**src/rtl/ws2812_fader_array_pkg.sv**
```systemverilog
// -----------------------------------------------------------------------------
// ws2812_fader_array_pkg
//   Shared constants for the WS2812 fader array: FSM state encodings, the
//   byte order of one LED on the wire (G, R, B), and the rotation amounts that
//   derive the R and B re-target values from one random word when an LED
//   re-targets as a whole.
// -----------------------------------------------------------------------------
package ws2812_fader_array_pkg;

    // FSM state encodings
    localparam logic [1:0] ST_HOLDOFF = 2'd0;
    localparam logic [1:0] ST_TRIG    = 2'd1;
    localparam logic [1:0] ST_STREAM  = 2'd2;

    // Channel order within one LED as it goes out on the wire
    localparam logic [1:0] CH_G = 2'd0;
    localparam logic [1:0] CH_R = 2'd1;
    localparam logic [1:0] CH_B = 2'd2;
    localparam int BYTES_PER_LED = 3;

    // Rotations applied to the random word for R and B in locked-LED mode
    localparam int ROT_R = 5;
    localparam int ROT_B = 10;

    function automatic logic [15:0] rotl16(input logic [15:0] word, input int n);
        return (word << n) | (word >> (16 - n));
    endfunction

endpackage

```
**src/rtl/ws2812_fade_step.sv**
```systemverilog
// -----------------------------------------------------------------------------
// ws2812_fade_step
//   Combinational one-read fade step for a single colour channel: moves the
//   current value toward the target by at most STEP, landing exactly on the
//   target instead of overshooting.
// Ports
//   cur_i      in   COLOR_WIDTH  current channel value
//   tgt_i      in   COLOR_WIDTH  target channel value
//   next_o     out  COLOR_WIDTH  value after this read
//   arrived_o  out  1            current already equals target
// -----------------------------------------------------------------------------
module ws2812_fade_step #(
    parameter int COLOR_WIDTH = 8,
    parameter int STEP        = 1
) (
    input  logic [COLOR_WIDTH-1:0] cur_i,
    input  logic [COLOR_WIDTH-1:0] tgt_i,
    output logic [COLOR_WIDTH-1:0] next_o,
    output logic                   arrived_o
);

    localparam int W         = COLOR_WIDTH;
    localparam int MAX_DELTA = (1 << W) - 1;
    // A STEP wider than the channel range behaves exactly like the full range.
    localparam logic [W-1:0] STEP_N = W'((STEP > MAX_DELTA) ? MAX_DELTA : STEP);

    logic [W:0]   cur_x;
    logic [W:0]   tgt_x;
    logic [W:0]   diff;
    logic [W-1:0] moved;

    always_comb begin
        cur_x = {1'b0, cur_i};
        tgt_x = {1'b0, tgt_i};
        // The subtraction is ordered by the compare, so diff is never negative.
        if (cur_x < tgt_x) begin
            diff  = tgt_x - cur_x;
            moved = cur_i + STEP_N;
        end else begin
            diff  = cur_x - tgt_x;
            moved = cur_i - STEP_N;
        end
        // moved is only taken when it cannot pass the target.
        next_o = (diff > {1'b0, STEP_N}) ? moved : tgt_i;
    end

    assign arrived_o = (cur_i == tgt_i);

endmodule

```
**src/rtl/ws2812_fader_array.sv**
```systemverilog
// -----------------------------------------------------------------------------
// ws2812_fader_array
//   Per-LED, per-channel colour fader feeding a WS2812 bit driver. After an
//   idle holdoff it pulses trigger_o, then serves one byte per data_request_i
//   in wire order (LED0 G,R,B, LED1 G,R,B, ...). Every read returns the
//   channel's current value and then steps it toward its random target; a
//   channel (or, with LOCK_LED, a whole LED) that has arrived re-targets.
// Ports
//   clk             in   1   system clock, rising edge
//   rst             in   1   asynchronous active-high reset
//   random_i        in   16  free-running random word, sampled on re-target
//   data_request_i  in   1   driver wants the next byte (honoured in STREAM)
//   trigger_o       out  1   one-clock pulse that starts a frame
//   color_now_o     out  8   byte for the latest request, registered
//   frame_busy_o    out  1   high while the frame is being streamed
// -----------------------------------------------------------------------------
module ws2812_fader_array
    import ws2812_fader_array_pkg::*;
#(
    parameter int NUM_LEDS     = 8,
    parameter int COLOR_WIDTH  = 8,
    parameter int HOLDOFF_TIME = 1024,
    parameter int STEP         = 1,
    parameter bit LOCK_LED     = 1'b0
) (
    input  logic        clk,
    input  logic        rst,
    input  logic [15:0] random_i,
    input  logic        data_request_i,
    output logic        trigger_o,
    output logic [7:0]  color_now_o,
    output logic        frame_busy_o
);

    localparam int NUM_BYTES = BYTES_PER_LED * NUM_LEDS;
    localparam int IDX_W     = $clog2(NUM_BYTES);
    localparam int CNT_W     = $clog2(HOLDOFF_TIME + 1);
    localparam logic [IDX_W-1:0] LAST_IDX  = IDX_W'(NUM_BYTES - 1);
    localparam logic [CNT_W-1:0] HOLD_LAST = CNT_W'(HOLDOFF_TIME - 1);

    logic [1:0]             state_q, state_d;
    logic [CNT_W-1:0]       cnt_q, cnt_d;
    logic [IDX_W-1:0]       idx_q, idx_d;
    logic [1:0]             chan_q, chan_d;
    logic [7:0]             color_q, color_d;
    logic                   trigger_q;
    logic                   busy_q;
    logic [COLOR_WIDTH-1:0] current_q [NUM_BYTES];
    logic [COLOR_WIDTH-1:0] target_q  [NUM_BYTES];

    logic                   serve;
    logic [COLOR_WIDTH-1:0] cur_sel;
    logic [COLOR_WIDTH-1:0] tgt_sel;
    logic [COLOR_WIDTH-1:0] step_next;
    logic                   step_arrived;
    logic [IDX_W-1:0]       base_idx;
    logic                   led_done;
    logic [7:0]             cur_byte;

    assign serve   = (state_q == ST_STREAM) && data_request_i;
    assign cur_sel = current_q[idx_q];
    assign tgt_sel = target_q[idx_q];

    ws2812_fade_step #(
        .COLOR_WIDTH (COLOR_WIDTH),
        .STEP        (STEP)
    ) u_fade_step (
        .cur_i     (cur_sel),
        .tgt_i     (tgt_sel),
        .next_o    (step_next),
        .arrived_o (step_arrived)
    );

    // First byte (G) of the LED that owns the byte being served.
    assign base_idx = idx_q - IDX_W'(chan_q);

    // Locked mode: the LED re-targets only on its B read with all three settled.
    assign led_done = step_arrived && (chan_q == CH_B)
                   && (current_q[base_idx + IDX_W'(CH_G)] == target_q[base_idx + IDX_W'(CH_G)])
                   && (current_q[base_idx + IDX_W'(CH_R)] == target_q[base_idx + IDX_W'(CH_R)]);

    // Channels narrower than a byte are zero-extended; wider ones keep their MSBs.
    if (COLOR_WIDTH >= 8) begin : g_byte_msb
        assign cur_byte = cur_sel[COLOR_WIDTH-1 -: 8];
    end else begin : g_byte_ext
        assign cur_byte = 8'(cur_sel);
    end

    always_comb begin
        // NOTE: every next-state signal gets a default first so no path leaves it unassigned (no latch).
        state_d = state_q;
        cnt_d   = cnt_q;
        idx_d   = idx_q;
        chan_d  = chan_q;
        color_d = color_q;
        case (state_q)
            ST_HOLDOFF: begin
                cnt_d = cnt_q + CNT_W'(1);
                if (cnt_q == HOLD_LAST) begin
                    state_d = ST_TRIG;
                end
            end
            ST_TRIG: begin
                cnt_d   = '0;
                idx_d   = '0;
                chan_d  = CH_G;
                state_d = ST_STREAM;
            end
            ST_STREAM: begin
                if (data_request_i) begin
                    color_d = cur_byte;
                    if (idx_q == LAST_IDX) begin
                        idx_d   = '0;
                        chan_d  = CH_G;
                        state_d = ST_HOLDOFF;
                    end else begin
                        idx_d  = idx_q + IDX_W'(1);
                        chan_d = (chan_q == CH_B) ? CH_G : chan_q + 2'd1;
                    end
                end
            end
            default: state_d = ST_HOLDOFF;
        endcase
    end

    always_ff @(posedge clk or posedge rst) begin
        if (rst) begin
            state_q   <= ST_HOLDOFF;
            cnt_q     <= '0;
            idx_q     <= '0;
            chan_q    <= CH_G;
            color_q   <= '0;
            trigger_q <= 1'b0;
            busy_q    <= 1'b0;
        end else begin
            state_q   <= state_d;
            cnt_q     <= cnt_d;
            idx_q     <= idx_d;
            chan_q    <= chan_d;
            color_q   <= color_d;
            trigger_q <= (state_d == ST_TRIG);
            busy_q    <= (state_d == ST_STREAM);
        end
    end

    always_ff @(posedge clk or posedge rst) begin
        if (rst) begin
            // NOTE: the colour store is a flop array, not a RAM, so it takes the async reset like any register.
            for (int i = 0; i < NUM_BYTES; i++) begin
                current_q[i] <= '0;
                target_q[i]  <= '0;
            end
        end else if (serve) begin
            if (!step_arrived) begin
                current_q[idx_q] <= step_next;
            end else if (!LOCK_LED) begin
                target_q[idx_q] <= random_i[COLOR_WIDTH-1:0];
            end
            if (LOCK_LED && led_done) begin
                target_q[base_idx + IDX_W'(CH_G)] <= random_i[COLOR_WIDTH-1:0];
                target_q[base_idx + IDX_W'(CH_R)] <= COLOR_WIDTH'(rotl16(random_i, ROT_R));
                target_q[base_idx + IDX_W'(CH_B)] <= COLOR_WIDTH'(rotl16(random_i, ROT_B));
            end
        end
    end

    assign trigger_o    = trigger_q;
    assign color_now_o  = color_q;
    assign frame_busy_o = busy_q;

endmodule

```
**config.mk**
```make
export PLATFORM = sky130hd
export DESIGN_NAME = ws2812_fader_array
export DESIGN_NICKNAME = d
export VERILOG_FILES = /design/src/rtl/ws2812_fader_array_pkg.sv /design/src/rtl/ws2812_fade_step.sv /design/src/rtl/ws2812_fader_array.sv
export SDC_FILE = /design/constraint.sdc
export NUM_CORES = 1
export LEC_CHECK = 0
export BUFFER_PORTS_ARGS = -buffer_cell sky130_fd_sc_hd__buf_2
export CORE_UTILIZATION = 57
export DETAILED_ROUTE_END_ITERATION = 8
export PLACE_DENSITY = 0.82
export SYNTH_ARGS = -nofsm -noshare
export SYNTH_HDL_FRONTEND = slang
export SYNTH_SLANG_ARGS = --single-unit
```
**constraint.sdc**
```tcl
create_clock -name clk -period 17.05 [get_ports clk]
set_clock_uncertainty 0.2 [all_clocks]
set_input_delay 3.41 -clock clk [delete_from_list [all_inputs] [get_ports clk]]
set_output_delay 3.41 -clock clk [all_outputs]
set_load 0.1 [all_outputs]
```
==> run summary, run 1 <==
Setup repair after global routing left no endpoint under its margin. The share of post-route cells with drive strength above 1 is 0.258. The setup slack on the worst flop-to-flop path was 9.27 ns; the transition time at the pin with the least slew margin was 1.24 ns. The die outline area came out at 0.0347 mm2.

For the worst setup path, the data required time is 17.21 ns. In this design, the largest share of critical-path delay is due to buffers and inverters. The run gives 0.533 as the part of the Yosys area used for sequential elements. The startpoint identified for the worst register-to-register timing path is idx_q[0].

The overall routing resource usage came out at 0.265. For the via count of the first global-routing pass, the log shows 13200. For the tightest slew margin relative to the limit, the log shows 0.158.

At the end of routability-driven placement, the weighted congestion stood at 0.872. The run gives 0 as the final antenna diode count. Net count of the mapped netlist: 1663. For the count of final hold-check violations, the log shows 0.

On the critical path, the stage with the largest delay is an instance of sky130_fd_sc_hd__mux2i_2. Relative to the synthesized area, the layout overhead comes to 9.73%. The overall die height came out at 186 um. Once detail routing completed, the nets flagged for antenna violations numbered 0.

In this run, synthesis produced a sequential element count of 412. The CTS root buffer was sky130_fd_sc_hd__clkbuf_16. Entering global routing, the biggest net connects 206 pins.

In the layout the commonest cells are 410 x sky130_fd_sc_hd__dfrtp_1, 204 x sky130_fd_sc_hd__nand2_1, 193 x sky130_fd_sc_hd__mux2_2. The ratio of final minimum period to clock period came out at 0.457. The share of flip-flops with an asynchronous set or reset after synthesis came out at 1.00. Along the worst path, the maximum fanout reaches 47. The number of setup buffers added after CTS is 0.

In this run, post-CTS repair resized a total of 0 instances. The tool flagged a number of max-cap violations equal to 0. The final route contains 12900 vias. The worst setup path is of the register to register kind.

The quantity of I/O buffers inserted on ports is 20, and the post-synthesis cell type count is 54. After clock tree synthesis, the clock-pin slew on the worst setup and hold paths is 0.06 ns. The stage delay of the slowest cell on the critical path was 0.91 ns. The cell depth of the worst setup path is 18.

Before antenna repair, the detailed router went through 5 iterations. The count of pins on the block boundary is 29. The wire length per cell works out to 21.5 um.

The number of clock buffers added by TritonCTS is 44. The floorplan step set the die width to 186 um. The run finished with clean final reports.

STA classifies the critical path endpoint as a register. The residual overflow from global routing was 0; the number of pins with negative max-slew slack in the final report was 0. The main flop type after synthesis was sky130_fd_sc_hd__dfrtp_1. The tools report the setup violation total in the final timing report as 0. The final design area excluding fillers is 0.0212 mm2. In this run the critical register-to-register path is captured at current_q[61]. The run gives 0 as the number of antenna violations at the first check in global routing. Dividing the synthesized area by the synthesized cell count gives 12.0 um2.

The tools report the number of non-filler instances in the completed layout as 2062. The signal on the critical path passes through buf_4 > buf_4 > mux4_2 > a22oi_1 > and3_1 > ha_1 > a21oi_1 > a211oi_1 > nor3_2 > inv_1 > ha_1 > a211oi_1 > nand2_1 > a31oi_1 > a21oi_1 > xor2_1 > mux2i_2 > o21ai_0. The filler cells instantiated in the layout total 2415. The run gives 0 as the number of warnings printed during yosys synthesis. For the initial DRC count, the log shows 1178. The critical path starts at idx_q[0]. The worst setup path is launched from a register.

The first global-routing pass estimated 70900 um of wire. The number of clock sinks is 412. The commonest non-fill, non-tap cell in the layout is sky130_fd_sc_hd__dfrtp_1. The placed wire-length estimate after detailed placement is 27900 um, and the cell count after synthesis is 1614. The worst setup path endpoint is current_q[61]. Post-placement cell area: 0.0197 mm2.

TritonCTS built the clock tree. The number of hold-repair buffers added at the cts stage came out at 0. The initialized floorplan defines 67 standard-cell rows. The tightest min-delay check is of the register to register type. The routed wire length is 44300 um, and the initial cell density of the core is 0.578.

Clock latency on the worst-skew pair, taken at its later pin, is 0.57 ns. Derived from the worst setup path, the maximum achievable clock frequency is 128 MHz. The tools report the accumulated negative setup slack as 0 ns. Using the TritonRoute via totals, the vias-per-cell ratio works out to 6.26.

In the routed design, unresolved DRC markers number 0. The count of nets after finishing was 1630. For the finished layout, the period the worst path requires is 7.78 ns. The logs give 3 for the clock tree buffer depth and 2 for the number of H-tree branching levels. The number of buffers and inverters on the critical path was 3. The worst register-to-register path has a depth of 18. Number of flops mapped to enable cells by yosys: 0. The core region is 0.0334 mm2.

Summing every instance area after synthesis gives 0.0193 mm2. Data on the critical path arrives at its endpoint at 7.95 ns. After detailed placement, the design holds a cell count of 1983.
[metal layers]
metal	global-route usage	vias up	share of wire
met5	0	-	0
met4	0.0954	0	0.031
met3	0.0458	103	0.063
met2	0.422	460	0.48
met1	0.370	6643	0.43
li1	-	5709	-
[cell usage after synthesis (all sizes together), types with 4 or more instances]
master    n  share of area
nand2b    5         0.0016
clkbuf   82          0.016
dfrtp   412           0.53
nand3    21         0.0054
nor3      8         0.0023
o21ai   177          0.046
a21oi    69          0.018
buf      32         0.0092
xor2      8         0.0036
nand4     5         0.0016
ha       27          0.017
a22oi    48          0.019
mux2    193           0.11
and3     12         0.0039
nor2b     6         0.0019
nand3b    5         0.0019
mux4     96           0.11
inv      29         0.0056
mux2i    10         0.0052
xnor2     5         0.0023
a21o      4         0.0016
and2      4         0.0013
nor2    113          0.022
nand2   204          0.040
[sequential cells by signal (all words and copies together), names as in the netlist]
name and flops:
cnt_q 11, state_q 2, trigger_o 1, color_now_o 8
target_q 192, idx_q 5, frame_busy_o 1, current_q 192
[worst min path at each step]
stage | startpoint | to | slack, ns | cells past startpoint
2_1_floorplan | current_q[111] | current_q[111] | 0.24 | 2
3_3_place_gp | current_q[97] | current_q[97] | 0.26 | 2
3_5_place_dp | current_q[33] | current_q[33] | 0.27 | 2
4_1_cts | current_q[36] | current_q[36] | 0.28 | 2
5_1_grt | current_q[36] | current_q[36] | 0.29 | 2
6_report | color_now_o[2] | color_now_o[2] | 0.27 | 2
[kinds of logic after synthesis]
kind of cell	count (synthesis)	synth area share
AND/OR/NAND/NOR	398	0.0872
AO/OA/AOI/OAI	319	0.0936
flip-flops	412	0.533
multiplexers	299	0.229
XOR/XNOR	13	0.00588
adder cells (fa/ha/maj)	30	0.0206
buffers and inverters	143	0.0307
[tightest hold or removal path: cells and delay by family (launching register included)]
kind | cells | cell delay (ns)
and+or+nand+nor | 1 | 0.04
AOI/OAI and AO/OA | 1 | 0.06
DFF | 1 | 0.34
[layout make-up]
cell class                 instances  area (um2)  area share
clock inverter                    17         228      0.0107
sequential                       412       10300       0.486
timing repair buffer              35         225      0.0106
multi-input combinational       1059        8490       0.400
inverter                          29         116     0.00548
clock buffer                      62        1290      0.0607
tap                              448         561      0.0264
[per-stage QoR]
stage	util	setup slack [ns]	hold WS (ns)
5_1_grt	0.635	8.75	0.292
3_3_place_gp	0.589	9.57	0.256
3_5_place_dp	0.589	9.35	0.266
2_1_floorplan	-	1.98	0.244
4_1_cts	0.635	9.31	0.279
6_report	0.635	9.27	0.272
Power of run 1 is not shown: default switching activity piles up to over one toggle a cycle in this logic, so the estimate is an artifact.
==> run 2: changes to the inputs <==
--- a/config.mk
+++ b/config.mk
@@ -5,6 +5,7 @@
 export SDC_FILE = /design/constraint.sdc
 export NUM_CORES = 1
 export LEC_CHECK = 0
+export ABC_AREA = 1
 export BUFFER_PORTS_ARGS = -buffer_cell sky130_fd_sc_hd__buf_2
 export CORE_UTILIZATION = 57
 export DETAILED_ROUTE_END_ITERATION = 8
==> constraint.sdc (replaced) <==
create_clock -name clk -period 7.85 [get_ports clk]
set_clock_uncertainty 0.2 [all_clocks]
set_input_delay 1.57 -clock clk [delete_from_list [all_inputs] [get_ports clk]]
set_output_delay 1.57 -clock clk [all_outputs]
set_load 0.1 [all_outputs]
==> run 2 against run 1 <==
Routed wire length up 23%. Design area up 2.1%. Register-to-register slack worse by 7.6 ns. Synthesized cell count up 60%. Final cell count up 46%. Via count up 38%. Global-route usage up 4.6 points. Sequential cell count unchanged. Critical path depth up 9. Non-clock buffer count up 2.
==> run summary, run 2 <==
The tightest slew margin relative to the limit is 0.257. For the netlist area before placement, the log shows 0.0201 mm2. Buffers added to address setup during post-CTS repair amount to 0. The share of flip-flops with an asynchronous set or reset after synthesis came out at 1.00. For the worst setup path, the data required time is 8.14 ns. The ratio of final minimum period to clock period works out to 0.782. Family with the most delay on the worst path: simple AND/OR/NAND/NOR gates.

The tools report the area of the placeable core as 0.0346 mm2. In this run the worst path has a maximum fanout of 36. The post-CTS clock slew at the launch and capture registers of the worst setup and hold paths works out to 0.06 ns. The logs give 24900 um for the amount of wire on met2 after detailed routing and 29 for the count of pins on the block boundary. Dividing the detail-routed via count by the number of cells gives 5.93. Port buffering added 20 buffers. The largest registers in the layout are current_q: 192 flops, target_q: 192 flops, cnt_q: 11 flops. The tool flagged a number of max-cap violations equal to 0.

From synthesis to final layout, the design area changed by 7.97%. Ranked by total cell area, the synthesized netlist is headed by sky130_fd_sc_hd__dfrtp_1 51%, sky130_fd_sc_hd__nand2_1 19%, sky130_fd_sc_hd__o21ai_0 9.5%. The number of buffers and inverters on the critical path is 4. Among all flip-flop cells after synthesis, the most frequent one is sky130_fd_sc_hd__dfrtp_1. The area share of the largest cell type after synthesis is 0.513, and the number of antenna violations at the first check in global routing is 0.

The netlist uses 42 different library cells. The detail route stage leaves a number of antenna-violating nets equal to 0. The tools report the setup violation total in the final timing report as 0. The number of hold-repair buffers added at the cts stage is 0, and the number of clock sinks is 412. The routed design uses 4930 um of met3 wire.

Endpoint with the worst hold slack: trigger_o. After filler insertion, the fill cell instance count of the layout stands at 2796. A synthesized cell averages 7.76 um2.

Summed over all layers, the routed wires come to 54600 um. Among all stages on the critical path, the largest delay is contributed by sky130_fd_sc_hd__dfrtp_2. The floorplan die width is 190 um, and the initial DRC count is 2269. The tools report the count of nets after finishing as 2580. At the end of routability-driven placement, the weighted congestion stood at 0.951.

The routed layout has 17900 vias. The clock reaches the later pin of the worst-skew pair after 0.56 ns. The total overflow left after global routing is 0. The number of cells traversed by the worst hold path was 1; the upper clock frequency limit was 163 MHz. The tools report the overall routing resource usage as 0.311. The HPWL after detailed placement is 33000 um. After detailed routing, the wire length on met1 is 22400 um.

Entering global routing, the biggest net connects 197 pins. Most frequent cell after synthesis: sky130_fd_sc_hd__nand2_1. The tools report the number of pins with negative max-slew slack in the final report as 0. The share of post-route cells with drive strength above 1 works out to 0.0547.

TritonCTS built the clock tree. The tools report the endpoint of the lowest-slack register-to-register path as current_q[110]. The number of antenna diodes in the final layout is 0. The tools report the setup slack on the worst flop-to-flop path as 1.71 ns.

The tools report the net count of the mapped netlist as 2635. The category of the worst setup path capture point is a register. The tools report the first-pass GRT wire length as 88700 um. The number of synthesized register bits was 412; the total clock buffers created by CTS was 42.

CTS root buffer: sky130_fd_sc_hd__clkbuf_16. For the finished layout, the period the worst path requires is 6.14 ns. The flow ran to the end, and the final reports show no timing, DRC or antenna violations. The number of flops mapped to enable cells by yosys was 0. For the final routed database, the setup TNS stands at 0 ns.

Critical path startpoint category: a register. Summed over all instances, the cell type with the most area after synthesis is sky130_fd_sc_hd__dfrtp_1. The die covers 0.0360 mm2. The commonest cells after synthesis are 1012 x sky130_fd_sc_hd__nand2_1, 412 x sky130_fd_sc_hd__dfrtp_1, 381 x sky130_fd_sc_hd__o21ai_0, 264 x sky130_fd_sc_hd__nor2_1, 110 x sky130_fd_sc_hd__inv_1. The cell count after synthesis came out at 2586. Part of the Yosys area used for sequential elements: 0.513. In this run the critical register-to-register path is launched from idx_q[1]. At the worst endpoint, the arrival time is 6.43 ns. In the final routed layout, each cell accounts on average for 18.1 um. The initial cell density of the core came out at 0.580. The top metal layer carrying routed signals was met4.

The path class of the tightest hold or removal check is register to register. The clock passes through at most 3 buffers. In the routed design, unresolved DRC markers number 0.

Leaving out fill and tap cells, the most frequent cells in the layout are 1012 x sky130_fd_sc_hd__nand2_1, 410 x sky130_fd_sc_hd__dfrtp_1, 381 x sky130_fd_sc_hd__o21ai_0. For the via count of the first global-routing pass, the log shows 17000. Setup repair after global routing left no endpoint under its margin. The first TritonRoute pass finished after 6 iterations.

The tools report the number of warnings printed during yosys synthesis as 0. In this design, the stage delay of the slowest critical-path cell is 0.74 ns. The transition time at the pin with the least slew margin was 1.11 ns. The tools report the origin of the worst min-delay path as cnt_q[10]. The count of final hold-check violations is 0. Leaving out fill and tap cells, the most frequent cell in the layout is sky130_fd_sc_hd__nand2_1.

The H-tree was split into 2 levels. The critical path in this run is classified as register to register. Post-CTS repair changed the size of 0 cells. The floorplan has 68 rows. The floorplan step set the die height to 190 um.

The cell depth of the worst flop-to-flop path came out at 27.
==> run 2: kinds of logic (layout without fill, tap and decap cells) <==
logic type / count (synthesis) / after routing / share of synthesized area
buf+inv: 250 / 224 / 0.0556
xor+xnor: 18 / 18 / 0.00785
fa+ha+maj: 30 / 30 / 0.0198
flops: 412 / 412 / 0.513
compound gates: 529 / 529 / 0.142
simple gates: 1347 / 1347 / 0.261
==> run 2: worst max-delay path by stage <==
| stage | slack (ns) | depth (start not counted) | to | from |
|---|---|---|---|---|
| after detailed placement | 1.90 | 27 | current_q[70] | idx_q[1] |
| final | 1.71 | 27 | current_q[110] | idx_q[1] |
| after CTS | 1.84 | 27 | current_q[94] | idx_q[1] |
| after global placement | 2.01 | 27 | current_q[190] | idx_q[1] |
| after global routing | 1.37 | 27 | current_q[158] | idx_q[1] |
| after floorplan | 0.53 | 1 | cnt_q[0] | rst |
==> run 2: stage by stage <==
step / cell area [um2] / cells / hold slack (ns) / setup slack, ns / util
after floorplan: 20100 / 2586 / 0.231 / 0.526 / -
after global placement: 20300 / 2942 / 0.242 / 2.01 / 0.585
after detailed placement: 20300 / 2942 / 0.259 / 1.90 / 0.585
after CTS: 21700 / 3015 / 0.267 / 1.84 / 0.626
after global routing: 21700 / 3015 / 0.292 / 1.37 / 0.626
final: 21700 / 3015 / 0.266 / 1.71 / 0.626
==> run 2: worst reg2reg max path, stage by stage (launching register included) <==
cell,delay [ns]
sky130_fd_sc_hd__dfrtp_2,0.74
sky130_fd_sc_hd__inv_2,0.42
sky130_fd_sc_hd__buf_4,0.39
sky130_fd_sc_hd__o21ai_0,0.15
sky130_fd_sc_hd__o22ai_1,0.13
sky130_fd_sc_hd__a22o_1,0.23
sky130_fd_sc_hd__nor3_2,0.46
sky130_fd_sc_hd__inv_1,0.24
sky130_fd_sc_hd__ha_1,0.27
sky130_fd_sc_hd__nand2_2,0.07
sky130_fd_sc_hd__nand2_2,0.07
sky130_fd_sc_hd__o21ai_2,0.15
sky130_fd_sc_hd__nand3_2,0.11
sky130_fd_sc_hd__nand2_1,0.12
sky130_fd_sc_hd__nand2_2,0.24
sky130_fd_sc_hd__ha_1,0.45
sky130_fd_sc_hd__a21oi_1,0.15
sky130_fd_sc_hd__inv_1,0.05
sky130_fd_sc_hd__a31oi_1,0.22
sky130_fd_sc_hd__nor2_1,0.07
sky130_fd_sc_hd__nor2_1,0.10
sky130_fd_sc_hd__nor2_1,0.05
sky130_fd_sc_hd__nor2_1,0.11
sky130_fd_sc_hd__xnor2_1,0.13
sky130_fd_sc_hd__nand2_1,0.08
sky130_fd_sc_hd__nand2_2,0.45
sky130_fd_sc_hd__nand2_1,0.16
sky130_fd_sc_hd__nand2_1,0.10
==> run 2: final cells by class <==
type                       count  area [um2]  share of cell area
multi-input combinational   1924        8660               0.399
inverter                     114         434              0.0200
clock buffer                  59        1240              0.0570
timing repair buffer          37         290              0.0134
sequential                   412       10300               0.476
clock inverter                14         176             0.00814
tap                          455         569              0.0263
==> run 2: metal layers <==
metal  up-vias  global-route usage
met4         0               0.146
met3       161              0.0528
met5         -                   0
met1      8582               0.424
li1       8195                   -
met2       947               0.486
Power of run 2 is left out for the same reason.
